$ cat src/rtl/loader_write_bridge.sv
// Loader-to-SDRAM write bridge: buffers loader bytes and issues them on memory write slots.
// Optional running checksum of issued bytes enabled by LOADER_BRIDGE_CSUM_EN.
module loader_write_bridge #(
    parameter int DEPTH  = 8,
    parameter int ADDR_W = 22
) (
    input  logic                     clk,
    input  logic                     reset,
    input  logic                     wr_valid,
    input  logic [ADDR_W-1:0]        wr_addr,
    input  logic [7:0]               wr_data,
    input  logic                     slot,
    output logic                     mem_we,
    output logic [ADDR_W-1:0]        mem_addr,
    output logic [7:0]               mem_din,
    output logic [$clog2(DEPTH):0]   level,
    output logic                     overflow,
    output logic                     idle,
    output logic [15:0]              csum
);

    localparam int PW = $clog2(DEPTH);
    localparam logic [PW:0] FULL_LVL = DEPTH[PW:0];

    typedef enum logic {
        IDLE,
        WRITE
    } state_t;

    state_t state, state_nxt;

    logic [ADDR_W-1:0] fifo_addr [DEPTH];
    logic [7:0]        fifo_data [DEPTH];
    logic [PW-1:0]     wptr, rptr;
    logic              empty, full, pop, push, drop;

    assign empty = (level == '0);
    assign full  = (level == FULL_LVL);

    // A pop in the same cycle frees the slot a full FIFO would otherwise refuse.
    assign push = wr_valid && !reset && (!full || pop);
    assign drop = wr_valid && full && !pop;

    always_ff @(posedge clk) begin
        if (reset) state <= IDLE;
        else       state <= state_nxt;
    end

    always_comb begin
        state_nxt = state;
        pop       = 1'b0;
        unique case (state)
            IDLE: begin
                if (slot && !empty) begin
                    pop       = 1'b1;
                    state_nxt = WRITE;
                end
            end
            WRITE: begin
                if (slot) begin
                    if (!empty) pop = 1'b1;
                    else        state_nxt = IDLE;
                end
            end
            default: state_nxt = IDLE;
        endcase
    end

    always_ff @(posedge clk) begin
        if (push) begin
            fifo_addr[wptr] <= wr_addr;
            fifo_data[wptr] <= wr_data;
        end
    end

    always_ff @(posedge clk) begin
        if (reset) begin
            wptr     <= '0;
            rptr     <= '0;
            level    <= '0;
            overflow <= 1'b0;
            mem_addr <= '0;
            mem_din  <= '0;
        end else begin
            if (push) wptr <= wptr + 1'b1;
            if (pop) begin
                rptr     <= rptr + 1'b1;
                mem_addr <= fifo_addr[rptr];
                mem_din  <= fifo_data[rptr];
            end
            if (push && !pop)      level <= level + 1'b1;
            else if (pop && !push) level <= level - 1'b1;
            if (drop) overflow <= 1'b1;
        end
    end

    assign mem_we = (state == WRITE);
    assign idle   = empty && (state == IDLE);

`ifdef LOADER_BRIDGE_CSUM_EN
    logic [15:0] csum_q;

    always_ff @(posedge clk) begin
        if (reset)    csum_q <= '0;
        else if (pop) csum_q <= csum_q + {8'd0, fifo_data[rptr]};
    end

    assign csum = csum_q;
`else
    assign csum = 16'd0;
`endif

endmodule
$ cat config.mk
export PLATFORM = sky130hd
export DESIGN_NAME = loader_write_bridge
export DESIGN_NICKNAME = d
export VERILOG_FILES = /design/src/rtl/loader_write_bridge.sv
export SDC_FILE = /design/constraint.sdc
export NUM_CORES = 1
export LEC_CHECK = 0
export BUFFER_PORTS_ARGS = -buffer_cell sky130_fd_sc_hd__buf_4
export CORE_UTILIZATION = 57
export CTS_CLUSTER_SIZE = 20
export DETAILED_ROUTE_END_ITERATION = 7
export PLACE_DENSITY_LB_ADDON = 0.3
export SLEW_MARGIN = 5
export SYNTH_ARGS = -nofsm -noshare
export SYNTH_HDL_FRONTEND = slang
export SYNTH_SLANG_ARGS = --single-unit
$ cat constraint.sdc
create_clock -name clk -period 4.1 [get_ports clk]
set_clock_uncertainty 0.15 [all_clocks]
set_input_delay 0.41 -clock clk [delete_from_list [all_inputs] [get_ports clk]]
set_output_delay 0.41 -clock clk [all_outputs]
set_load 0.01 [all_outputs]
# Word-level counts from Yosys, hierarchy flattened
# Memory sizes are Yosys's and may differ from the RTL's. A register that Yosys moved wholly into a read port is not among the register bits.
# Cells that the tools add are included.
# word_totals
reg_bits,12
in_bits,34
elab_cells,39
mem_bits_rw,240
out_inout_bits,53
n_memories,2
# classes
reduce_logical,16
bitwise_logic,1
n_mux,10
add_sub_neg,4
n_eq_ne,1
# memory_table
name,words,width,read_ports,rd_clocked_by_memory_dff,write_ports,line_no,text
fifo_addr,8,22,1,1,1,32,logic [ADDR_W-1:0] fifo_addr [DEPTH];
fifo_data,8,8,1,1,1,33,logic [7:0] fifo_data [DEPTH];
# ops
op,n
logical AND 1 bit,8
2-to-1 mux 4 bit,2
adder 3 x 1 -> 3 bit (second input constant),2
2-to-1 mux 1 bit,6
zero test 1 bit,5
adder 4 x 1 -> 4 bit (second input constant),1
== test 4 bit (second input constant),1
zero test 4 bit,1
case mux 1 bit (2 select lines),2
subtractor 4 x 1 -> 4 bit (second input constant),1
nonzero test 2 bit,1
logical OR 1 bit,1
inverter 1 bit,1

# Depth between registers and ports, before layout
# logic_depth
word_depth,11
depth_mapped,11
mapped_depth_nobuf,10

# Least setup slack after synthesis
# Ideal clock, no wire load.
# synth_timing
path_kind,flip-flop to flip-flop
from,register level[0]
to,"memory fifo_addr[0][0], enable pin"
path_stages_with_launch,5
t_arrival_ps,2969
synth_period_minus_slack_ps,3574
slack_ps,526
required_ps,3495
n_path_buf,1
setup_time_ps,455
path_cell_list,dfxtp_1 -> or3_1 -> buf_2 -> o21ai_4 -> nor3_1
# synth_between
elab_chain_cells,9
word_cells_on_any_way,13
classes_between,eq/ne: 1; mux: 6; reduce/logical: 6
# synth_lines
element,line_no,text
from (decl),16,"output logic [$clog2(DEPTH):0] level,"
from (signal assigned),91,if (push && !pop) level <= level + 1'b1;
from (signal assigned),92,else if (pop && !push) level <= level - 1'b1;
zero test 4 bit,37,assign empty = (level == '0);
zero test 1 bit,--,
logical AND 1 bit,54,if (slot && !empty) begin
2-to-1 mux 1 bit,54,
case mux 1 bit (2 select lines),52,unique case (state)
logical OR 1 bit (*),41,assign push = wr_valid && !reset && (!full || pop);
logical AND 1 bit (*),41,
2-to-1 mux 1 bit (*),70,if (push) begin
2-to-1 mux 1 bit (implied by the code) (*),71,fifo_addr[wptr] <= wr_addr;
to (decl),32,
# Mark *: on every way between the ends. The rest lies on a longest branch, timed or not.

# Final worst setup path
# layout_timing
from,register level[0]
to,register level[3]
# layout_between
elab_chain_cells,10
word_cells_on_any_way,20
classes_between,add/sub: 2; eq/ne: 1; mux: 6; reduce/logical: 11
# layout_lines
element,line_no,text
zero test 4 bit,37,
zero test 1 bit,--,
logical AND 1 bit,54,
2-to-1 mux 1 bit,54,
case mux 1 bit (2 select lines),52,
logical OR 1 bit (*),41,
logical AND 1 bit (*),41,
via push,35,"logic empty, full, pop, push, drop;"
zero test 1 bit,92,
logical AND 1 bit,92,
nonzero test 2 bit (no line),--,
# The timed path passes the listed nets; every way through them passes the cells marked *. The select of a mux whose other input is x is not followed.
# A chain may end at the register's enable or synchronous reset.

==> impl_metrics.py <==
metrics = {
    "outcome": {
        "status": "finished, final reports clean",
    },
    "setup_path": {
        "rr_worst_depth": 10,
        "crit_type": "register to register",
        "critPathMaxFanout": 7,
        "cp.arrival_ns": 3.35,
        "path_cells": "or3_1 -> o21ai_4 -> nor2_1 -> ha_1 -> inv_1 -> ha_1 -> a21oi_1 -> a211oi_1 -> a31oi_1 -> mux2_2",
        "cp_slowest_stage_delay_ns": 0.52,
        "path_common_cell": "ha_1",
        "crit_cells": 10,
        "worstPathRequired_ns": 4.36,
        "path_delay_family": "compound AO/OA/AOI/OAI gates",
        "cp_slowest_cell": "or3_1",
        "worst-path-buf-inv": 1,
        "start_kind": "register",
        "critical_path.endpoint_type": "register",
    },
    "pwr": {
        "leakage_uw": 0.00423,
        "total_power_uw": 7360,
        "power_density_nw_per_um2": 582,
        "ir_worst_vdd_uv": 400,
    },
    "global_routing": {
        "grt_pass1_vias": 5667,
        "grt-ovfl-total": 0,
        "grt_usage": 0.223,
        "grt_max_degree": 49,
        "grt_first_pass_wirelength_um": 32500,
        "antenna_found_initial": 0,
    },
    "synthesis": {
        "synthArstFlopShare": 0,
        "synth_edf_count": 240,
        "synth.distinct_cells": 34,
        "yosysWarnings": 0,
        "yosysSeqAreaShare": 0.749,
        "synthFlopType": "edfxtp_1",
        "netlist_instances": 547,
        "ys_ff_latch": 282,
        "synth_area_per_cell_um2": 19.7,
        "netlist_area_um2": 10800,
    },
    "final_layout": {
        "fillers": 1143,
        "antennaDiodeCount": 0,
        "drive_gt1_frac": 0.330,
        "multiInputGateArea_um2": 2500,
        "utilization": 0.694,
        "final_nets": 699,
        "syn_to_final_growth_pct": 17.5,
        "register_area_um2": 8050,
        "design_area_um2": 12600,
        "fin_cells": 910,
    },
    "cts": {
        "ctsLongestPathBuffers": 3,
        "cts_root_buf": "clkbuf_16",
        "clk_pin_slew_ns": 0.06,
        "cts_resized": 0,
        "cts_tree": "yes",
        "cts_buffers": 28,
        "cts_sinks": 282,
        "h-tree-depth": 1,
        "clkLatencyLatePin_ns": 0.53,
    },
    "sta": {
        "finalCritPeriodShare": 0.752,
        "finalMaxSlewViolations": 0,
        "tns_ns": 0,
        "rsz0062_at_grt": "false",
        "setup_viol": 0,
        "final-hold-violation-count": 0,
        "fmax_mhz": 324,
        "min_period_ns": 3.08,
        "slew_headroom": 0.264,
        "tightestPinTransition_ns": 1.10,
    },
    "route": {
        "drtIter0Drc": 381,
        "drc": 0,
        "vias": 5332,
        "routed_wl_um": 20500,
        "vias_per_cell": 5.86,
        "wl_per_cell_um": 22.5,
        "drtAntennaViolNets": 0,
        "first_pass_iters": 5,
    },
    "die": {
        "die_w_um": 139,
        "row_count": 49,
        "io-pin-count": 87,
        "die-area_um2": 19400,
        "die_y_um": 139,
        "start_util": 0.590,
        "core_area_um2": 18200,
    },
    "hold_path": {
        "hold_depth": 3,
        "worst_hold_path_type": "input port to register",
    },
    "placed_design": {
        "hpwl_um": 11400,
        "place.gp.congestion": 0.829,
        "port_buffers": 70,
        "dp_cells": 828,
        "place_area_um2": 11500,
    },
    "job": {
        "cap_violations": 0,
    },
}
## final cells by class
cell class	instances	area share
repair buffers	114	0.0737
well taps	229	0.0227
flip-flops and latches	282	0.637
clock inverters	11	0.00614
clock buffers	41	0.0618
multi-input cells	231	0.198
inverters	2	0.000594
## layout by cell type (no fill, tap or decap), types with 2 or more instances in the layout
| cell | count |
|---|---|
| buf_4 | 84 |
| mux4_2 | 60 |
| or3_1 | 2 |
| edfxtp_1 | 240 |
| clkinv_1 | 5 |
| ha_1 | 5 |
| mux2i_1 | 2 |
| o211ai_1 | 2 |
| nor2_1 | 46 |
| dfxtp_1 | 40 |
| a21oi_1 | 5 |
| xor2_1 | 4 |
| clkinv_2 | 4 |
| clkbuf_16 | 29 |
| inv_1 | 2 |
| clkbuf_1 | 11 |
| xnor2_1 | 2 |
| nand2_1 | 5 |
| nand2b_1 | 2 |
| conb_1 | 16 |
| o22ai_1 | 30 |
| nor2_4 | 4 |
| dlygate4sd3_1 | 30 |
| nor3_2 | 34 |
## final timing paths
check,start,endpoint,slack (ns)
worst max-delay path,level[0]$_SDFFE_PP0P_,level[3]$_SDFFE_PP0P_,1.02
worst min-delay path,slot,register,0.03
worst max register to register,level[0]$_SDFFE_PP0P_,level[3]$_SDFFE_PP0P_,1.02
worst min register to register,overflow$_SDFFE_PP0P_,overflow$_SDFFE_PP0P_,0.34
## kinds of logic (layout without fill, tap and decap cells)
group / after synthesis / count (layout) / share of synthesized area
AO/OA/AOI/OAI: 41 / 41 / 0.0250
XOR/XNOR: 6 / 6 / 0.00489
AND/OR/NAND/NOR: 99 / 99 / 0.0559
adder cells (fa/ha/maj): 6 / 6 / 0.00768
flip-flops: 282 / 282 / 0.749
multiplexers: 63 / 63 / 0.129
buffers and inverters: 49 / 168 / 0.0290
other: 1 / 16 / 0.000349
## Yosys cell counts (all sizes together) (2+ instances only)
library cell  count  area share
nor3             35       0.030
xor2              4      0.0033
ha                5      0.0058
mux4             60        0.13
xnor2             2      0.0016
dfxtp            42       0.078
nand2             6      0.0028
buf              31       0.023
clkbuf           16      0.0057
o211ai            2      0.0014
o22ai            30       0.017
nor2             50       0.017
nand2b            3      0.0024
a21oi             5      0.0023
or3               2      0.0012
edfxtp          240        0.67
mux2i             2      0.0019
inv               2     0.00070
## metrics by stage
stage               setup slack, ns  hold WS, ns
floorplan                     0.526        0.352
global placement               1.18        0.309
detailed placement             1.07        0.327
CTS                            1.05      0.00982
global route                  0.786       0.0328
finish                         1.02       0.0264
## sequential cells by signal, summed over array words and instances (netlist names), named ones only
name       cells
rptr           3
fifo_data     64
overflow       1
mem_addr      22
level          4
wptr           3
fifo_addr    176
mem_din        8
## routing by layer
metal  wire, µm  vias up  global-route usage
met5          0        -                   0
met4        296        0              0.0567
met3       1120       26              0.0317
met2      10500      172               0.382
met1       8510     2757               0.305
li1           -     2377                   -
## tightest hold or removal path, stage by stage
cell	delay [ns]
buf_4	0.09
nand2b_1	0.09
a21oi_1	0.06
## report_power, final
| part | internal, µW | switching [µW] | total (µW) |
|---|---|---|---|
| sequential | 3310 | 197 | 3500 |
| combinational | 736 | 745 | 1480 |
| clock | 1380 | 997 | 2370 |
## timing repair
action	CTS	global route
endpoints found under the hold margin	240	0
hold buffers	30	0
setup buffers	0	0
No activity file was read; power rests on OpenSTA's default activity.
